<file path="src/rtl/fifo_link_tx_if.sv">
// Link-side bundle of the credit-based transmitter: local fifo read port,
// outgoing flit link, credit return and status.
interface fifo_link_tx_if #(
    parameter int DATA_WIDTH   = 8,
    parameter int CREDIT_WIDTH = 2
);
    logic                    en_i;
    logic                    fifo_empty_i;
    logic                    fifo_rd_en_o;
    logic [DATA_WIDTH-1:0]   fifo_data_i;
    logic                    link_valid_o;
    logic [DATA_WIDTH-1:0]   link_data_o;
    logic                    credit_i;
    logic [CREDIT_WIDTH-1:0] credit_cnt_o;
    logic                    idle_o;
    logic                    credit_err_o;

    // Handshake: link_valid_o is a one-cycle pulse per flit with no ready;
    // each credit_i pulse returns exactly one downstream slot.
    modport master (
        input  en_i, fifo_empty_i, fifo_data_i, credit_i,
        output fifo_rd_en_o, link_valid_o, link_data_o, credit_cnt_o, idle_o, credit_err_o
    );

    modport slave (
        output en_i, fifo_empty_i, fifo_data_i, credit_i,
        input  fifo_rd_en_o, link_valid_o, link_data_o, credit_cnt_o, idle_o, credit_err_o
    );
endinterface

</file>
<file path="src/rtl/fifo_link_tx.sv">
// Credit-based NoC link transmitter: pops flits from a local fifo and forwards
// them onto the link only while the downstream fifo has credited free slots.
module fifo_link_tx #(
    parameter int DATA_WIDTH   = 8,
    parameter int CREDIT_WIDTH = 2,
    parameter int CREDITS_INIT = 3
) (
    input  logic           clk_i,
    input  logic           rst_i,
    fifo_link_tx_if.master link
);
    localparam logic [CREDIT_WIDTH-1:0] CRED_MAX = CREDIT_WIDTH'(CREDITS_INIT);
    localparam logic [CREDIT_WIDTH-1:0] CRED_ONE = CREDIT_WIDTH'(1);

    logic                    rd_en;
    logic                    credit_full;
    logic                    rd_pend_q,    rd_pend_d;
    logic                    link_valid_q, link_valid_d;
    logic [DATA_WIDTH-1:0]   link_data_q,  link_data_d;
    logic [CREDIT_WIDTH-1:0] credit_cnt_q, credit_cnt_d;
    logic                    credit_err_q, credit_err_d;

    assign credit_full = (credit_cnt_q == CRED_MAX);

    // A credit arriving this cycle is not usable until the next one.
    assign rd_en = link.en_i & ~link.fifo_empty_i & (credit_cnt_q != '0) & ~rst_i;

    always_comb begin
        rd_pend_d    = rd_en;
        link_valid_d = rd_pend_q;
        link_data_d  = rd_pend_q ? link.fifo_data_i : link_data_q;
    end

    always_comb begin
        credit_cnt_d = credit_cnt_q;
        credit_err_d = credit_err_q;
        if (rd_en && !link.credit_i) begin
            credit_cnt_d = credit_cnt_q - CRED_ONE;
        end else if (!rd_en && link.credit_i) begin
            // A credit with nothing outstanding means the receiver miscounted.
            if (credit_full) begin
                credit_err_d = 1'b1;
            end else begin
                credit_cnt_d = credit_cnt_q + CRED_ONE;
            end
        end
    end

    always_ff @(posedge clk_i) begin
        if (rst_i) begin
            rd_pend_q    <= 1'b0;
            link_valid_q <= 1'b0;
            link_data_q  <= '0;
            credit_cnt_q <= CRED_MAX;
            credit_err_q <= 1'b0;
        end else begin
            rd_pend_q    <= rd_pend_d;
            link_valid_q <= link_valid_d;
            link_data_q  <= link_data_d;
            credit_cnt_q <= credit_cnt_d;
            credit_err_q <= credit_err_d;
        end
    end

    assign link.fifo_rd_en_o = rd_en;
    assign link.link_valid_o = link_valid_q;
    assign link.link_data_o  = link_data_q;
    assign link.credit_cnt_o = credit_cnt_q;
    assign link.credit_err_o = credit_err_q;
    assign link.idle_o       = ~rd_pend_q & ~link_valid_q & credit_full;

    always_ff @(posedge clk_i) begin
        if (!rst_i) begin
            assert (credit_cnt_q <= CRED_MAX);
            assert (!rd_en || !link.fifo_empty_i);
            assert (!rd_en || credit_cnt_q != '0);
        end
    end
endmodule
</file>
<file path="src/flat_wrapper.sv">
// flat-port wrapper written by rule: the top's interface ports become plain ports
module fifo_link_tx_flat 
#(
    parameter int DATA_WIDTH   = 8,
    parameter int CREDIT_WIDTH = 2,
    parameter int CREDITS_INIT = 3
)
  (clk_i, rst_i, link_en_i, link_fifo_empty_i, link_fifo_data_i, link_credit_i, link_fifo_rd_en_o, link_link_valid_o, link_link_data_o, link_credit_cnt_o, link_idle_o, link_credit_err_o);
  fifo_link_tx_if #(.DATA_WIDTH(DATA_WIDTH), .CREDIT_WIDTH(CREDIT_WIDTH)) link_i ();
  input  logic clk_i;
  input  logic rst_i;
  input wire logic [$bits(link_i.en_i)-1:0] link_en_i;
  input wire logic [$bits(link_i.fifo_empty_i)-1:0] link_fifo_empty_i;
  input wire logic [$bits(link_i.fifo_data_i)-1:0] link_fifo_data_i;
  input wire logic [$bits(link_i.credit_i)-1:0] link_credit_i;
  output wire logic [$bits(link_i.fifo_rd_en_o)-1:0] link_fifo_rd_en_o;
  output wire logic [$bits(link_i.link_valid_o)-1:0] link_link_valid_o;
  output wire logic [$bits(link_i.link_data_o)-1:0] link_link_data_o;
  output wire logic [$bits(link_i.credit_cnt_o)-1:0] link_credit_cnt_o;
  output wire logic [$bits(link_i.idle_o)-1:0] link_idle_o;
  output wire logic [$bits(link_i.credit_err_o)-1:0] link_credit_err_o;
  assign link_i.en_i = link_en_i;
  assign link_i.fifo_empty_i = link_fifo_empty_i;
  assign link_i.fifo_data_i = link_fifo_data_i;
  assign link_i.credit_i = link_credit_i;
  assign link_fifo_rd_en_o = link_i.fifo_rd_en_o;
  assign link_link_valid_o = link_i.link_valid_o;
  assign link_link_data_o = link_i.link_data_o;
  assign link_credit_cnt_o = link_i.credit_cnt_o;
  assign link_idle_o = link_i.idle_o;
  assign link_credit_err_o = link_i.credit_err_o;
  fifo_link_tx #(.DATA_WIDTH(DATA_WIDTH), .CREDIT_WIDTH(CREDIT_WIDTH), .CREDITS_INIT(CREDITS_INIT)) u_core (.clk_i(clk_i), .rst_i(rst_i), .link(link_i));
endmodule
</file>
<file path="config.mk">
export PLATFORM = sky130hd
export DESIGN_NAME = fifo_link_tx_flat
export DESIGN_NICKNAME = d
export VERILOG_FILES = /design/src/rtl/fifo_link_tx_if.sv /design/src/rtl/fifo_link_tx.sv /design/src/flat_wrapper.sv
export SDC_FILE = /design/constraint.sdc
export NUM_CORES = 1
export LEC_CHECK = 0
export BUFFER_PORTS_ARGS = -buffer_cell sky130_fd_sc_hd__clkbuf_2
export CORE_MARGIN = 8
export CORE_UTILIZATION = 30
export CTS_CLUSTER_SIZE = 25
export DETAILED_ROUTE_END_ITERATION = 6
export GPL_ROUTABILITY_DRIVEN = 0
export SETUP_SLACK_MARGIN = 0.05
export SYNTH_ARGS = -nofsm -noshare
export SYNTH_HDL_FRONTEND = slang
export SYNTH_SLANG_ARGS = --single-unit
export TNS_END_PERCENT = 10
</file>
<file path="constraint.sdc">
create_clock -name clk_i -period 3.25 [get_ports clk_i]
set_input_delay 0.975 -clock clk_i [delete_from_list [all_inputs] [get_ports clk_i]]
set_output_delay 0.975 -clock clk_i [all_outputs]
set_load 0.005 [all_outputs]
</file>
* Word level (Yosys, flattened, before mapping) *
Index checks and enable logic that the tools add are counted.

storage, ports and cells
  bits in latches = 0
  input bits = 13
  register bits after elaboration = 13
  memories kept = 0
  ROM bits = 0
  memory bits (writable) = 0
  output and inout port bits = 14

cells by class
  bitwise gates (word level) = 10
  div/mod/pow operators = 0
  multiplexer cells = 3
  order comparisons = 0
  add/sub/neg operators = 2
  $mul = 0
  reduce and logical (&&, ||, !) cells = 8
  shift-type cells = 0
  equal/unequal tests = 2

operator list
  kind                 count
  $mux 2               3
  $and 1x1->1          5
  $not 1->1            5
  $reduce_bool 2->1    2
  $reduce_and 3->1     1
  $add 2x1->2 const B  1
  $eq 2x2->1 const B   1
  $logic_and 1x1->1    2
  $logic_not 1->1      2
  $ne 2x2->1 const B   1
  $reduce_and 2->1     1
  $sub 2x1->2 const B  1

* Logic depth before layout (Yosys ltp) *
  word-level depth = 8
  depth in mapped cells = 7
  mapped depth without buffers = 7

* Worst setup path before layout *
Ideal clock, no wire load.

  path type = input-to-output
  start = in rst_i
  end = out link_fifo_rd_en_o
  stages = 1
  path slack = 974 ps
  data arrival time = 1301 ps
  cell sequence = nor4b_4

between the ends
  longest elaborated chain between the ends = 2

RTL lines
  element      line                text
  from (decl)  flat_wrapper.sv:11  input logic rst_i;
  $not 1->1    fifo_link_tx.sv:26  assign rd_en = link.en_i & ~link.fifo_empty_i & (credit_cnt_q != '0) & ~rst_i;
  $and 1x1->1  fifo_link_tx.sv:26
  to (decl)    flat_wrapper.sv:16  output wire logic [$bits(link_i.fifo_rd_en_o)-1:0] link_fifo_rd_en_o;

No other way between the ends.

* Worst setup path after layout *
Same ends and word-level chain as after synthesis.

==> metrics <==
port bufs=26; post-DP HPWL=956 um; FF-to-FF path depth=7; Inserted Diodes=0; post-synthesis mux area share=0.149; DRT iter0 DRCs=6; Max H-tree Level=1; Worst VDD drop=about 0.21 mV; largest net degree at the start of global routing=16; nets=97; via count=about 460; synthesized-area fraction occupied by adder cells=0.0465; Crit path buffers/inverters=2; CORE AREA=about 1700 um^2; Sequential Area=approximately 260 um^2; ys async rst share=0; Slew Viols, Final=0; max cap viols=0; crit end category=output pin; IO Count=27; sequential area share after synthesis=0.484; final setup TNS=0 ns; P per Cell Area=415 nW/um^2; TritonCTS clock tree=built; total power=slightly below 0.3 mW; CP Cell Sequence=clkbuf_2 -> nor4b_4 -> clkbuf_2; Tmin final=about 2.7 ns; cell family with most CP delay=buffers and inverters; WL/cell=~11 um; CP max stage delay=~0.39 ns; yosys warns=0; cell count after synthesis=53; compound-gate portion of the synthesized area=0.0535; Initial Util=0.315; Slew @ Worst Pin=a little over 0.5 ns; vias in the first global route=~470; Root Buffer=clkbuf_4; f_max=between 300 and 400 MHz; hold path depth=2; Post-Synth XOR/XNOR Area=0; Layout area overhead=32.6%; number of synthesized flops with an enable pin=0; WL final=roughly 1.2 mm; Crit path top cell by count=clkbuf_2; Arrival @ worst endpoint=approximately 1.8 ns; global-route wire length before repair=~2.0 mm; fin crit share=0.839; WP data required=between 2 and 2.5 ns; Site Rows=15; RSZ-0062 raised after global routing=false; main combinational cell family by area after synthesis=simple AND/OR/NAND/NOR gates; Setup Skew=~0.0049 ns; Hold Path Class=reg -> reg; Post-Synth Simple-Gate Area=0.230; die area=~3400 um^2; area leader, netlist=dfxtp_1; syn avg cell area=10.2 um^2; final hold violation count=0; Global Route Usage Sum=0.0766; TritonRoute pass-1 iters=4; max_slew headroom=0.661; P_leak=0.329 nW; chip width=roughly 58 um; CTS max path bufs=2; TritonCTS Buffers=3; slowest CP cell=nor4b_4; Stages on worst setup path=3; Crit Path Class=in -> out; Multi-input gate area=around 260 um^2; setup violators final=0; Mapped Nets=~70; cts hold-fix bufs=0; CP Launch Type=input port; DIE HEIGHT=58.4 um; top cells by area, synth=dfxtp_1 (48%), mux2i_1 (15%), nor2_1 (7.0%), ha_1 (4.7%), nor4b_4 (4.4%); synthesized cell area=between 500 and 600 um^2; antenna viol nets, final=0; share of cells above drive strength 1=0.395; gr ovfl total=0; worst-path fanout max=15; Synth cell types=20; Sink Count=13; #FFs+latches synth=13; worst skew pair latency=approximately 0.27 ns; fraction of post-synthesis cell area in the top cell type by area=0.484; fill cell count=between 150 and 200; Clock transition at path regs=0.07 ns; status=finished clean; initial antenna violation count=0; commonest register cell after synthesis=dfxtp_1; # resized after CTS=0; drt drc=0; vias per cell=about 4.3; buffer count from post-CTS setup fixing=0
[stage by stage]
| step | instances | hold slack [ns] | instance area (um^2) | utilization | setup WS, ns |
|---|---|---|---|---|---|
| final | 106 | 0.484 | 713 | 0.418 | 0.523 |
| after global routing | 106 | 0.531 | 713 | 0.418 | 0.456 |
| after CTS | 106 | 0.488 | 713 | 0.418 | 0.496 |
| after detailed placement | 102 | 0.461 | 687 | 0.402 | 0.499 |
| after global placement | 102 | 0.462 | 687 | 0.402 | 0.509 |
| after floorplan | 53 | 0.461 | 538 | - | 0.974 |
[path summary, 6_finish.rpt]
| check | from | to | slack, ns |
|---|---|---|---|
| setup reg to reg | u_core.link.credit_cnt_o[0] | u_core.link.credit_cnt_o[1] | 1.57 |
| hold / removal | u_core.link.credit_err_o | u_core.link.credit_err_o | 0.48 |
| hold reg to reg | u_core.link.credit_err_o | u_core.link.credit_err_o | 0.48 |
| setup / recovery | rst_i | link_fifo_rd_en_o | 0.52 |
[power breakdown]
group	leakage, nW	switching [mW]	internal [mW]	total [mW]
Combinational	0.208	0.0144	0.0185	0.0329
Sequential	0.106	0.00473	0.165	0.169
Clock	0.0150	0.0465	0.0475	0.0940
[cells in the mapped netlist, types with 2 or more instances]
cell type	number
dfxtp_1	13
nand2b_1	2
nand3b_1	2
a21oi_1	2
mux2i_1	8
ha_1	2
nor3_1	2
nor2_1	10
[placed cells by master, fill, tap and decap left out, drive strengths merged]
| cell type | Yosys | final |
|---|---|---|
| clkbuf | 0 | 30 |
| dfxtp | 13 | 13 |
| nor2 | 11 | 11 |
| mux2i | 8 | 8 |
| nor3 | 2 | 2 |
| nand2b | 2 | 2 |
| nand3b | 2 | 2 |
| a21oi | 2 | 2 |
| ha | 2 | 2 |
| nor4b | 2 | 2 |
| inv | 2 | 2 |
| nand2 | 1 | 1 |
| a21o | 1 | 1 |
| nor2b | 1 | 1 |
| o21ai | 1 | 1 |
| a31oi | 1 | 1 |
[worst min-delay path, delay by kind of cell (launching register included)]
| kind | cells | cell delay (ns) |
|---|---|---|
| simple gates | 1 | 0.08 |
| flops | 1 | 0.33 |
| compound gates | 1 | 0.04 |
[flip-flops by register name, indices dropped and copies added (netlist names)]
signal,count
u_core.link.credit_cnt_o,2
u_core.link.link_valid_o,1
u_core.link.link_data_o,8
u_core.link.credit_err_o,1
u_core.link_valid_d,1
[metal layers]
layer  routed length [um]  part of all wire  global-route usage  vias to the layer above
li1                     -                 -                   -                      237
met1                  530              0.45              0.0792                      194
met2                  473              0.40               0.117                       24
met3                  168              0.14              0.0478                        4
met4                   17             0.014              0.0420                        0
met5                    0                 0                   0                        -
[layout make-up]
| class | count | share of cell area |
|---|---|---|
| Tap cell | 25 | 0.0439 |
| Sequential cell | 13 | 0.365 |
| Inverter | 2 | 0.0105 |
| Timing Repair Buffer | 26 | 0.182 |
| Multi-Input combinational cell | 36 | 0.361 |
| Clock buffer | 4 | 0.0368 |
[kinds of logic after synthesis]
family	count (synthesis)
AO/OA/AOI/OAI	5
adder cells (fa/ha/maj)	2
buffers and inverters	4
flip-flops	13
multiplexers	8
AND/OR/NAND/NOR	21
Power figures use the tool's default switching activity.
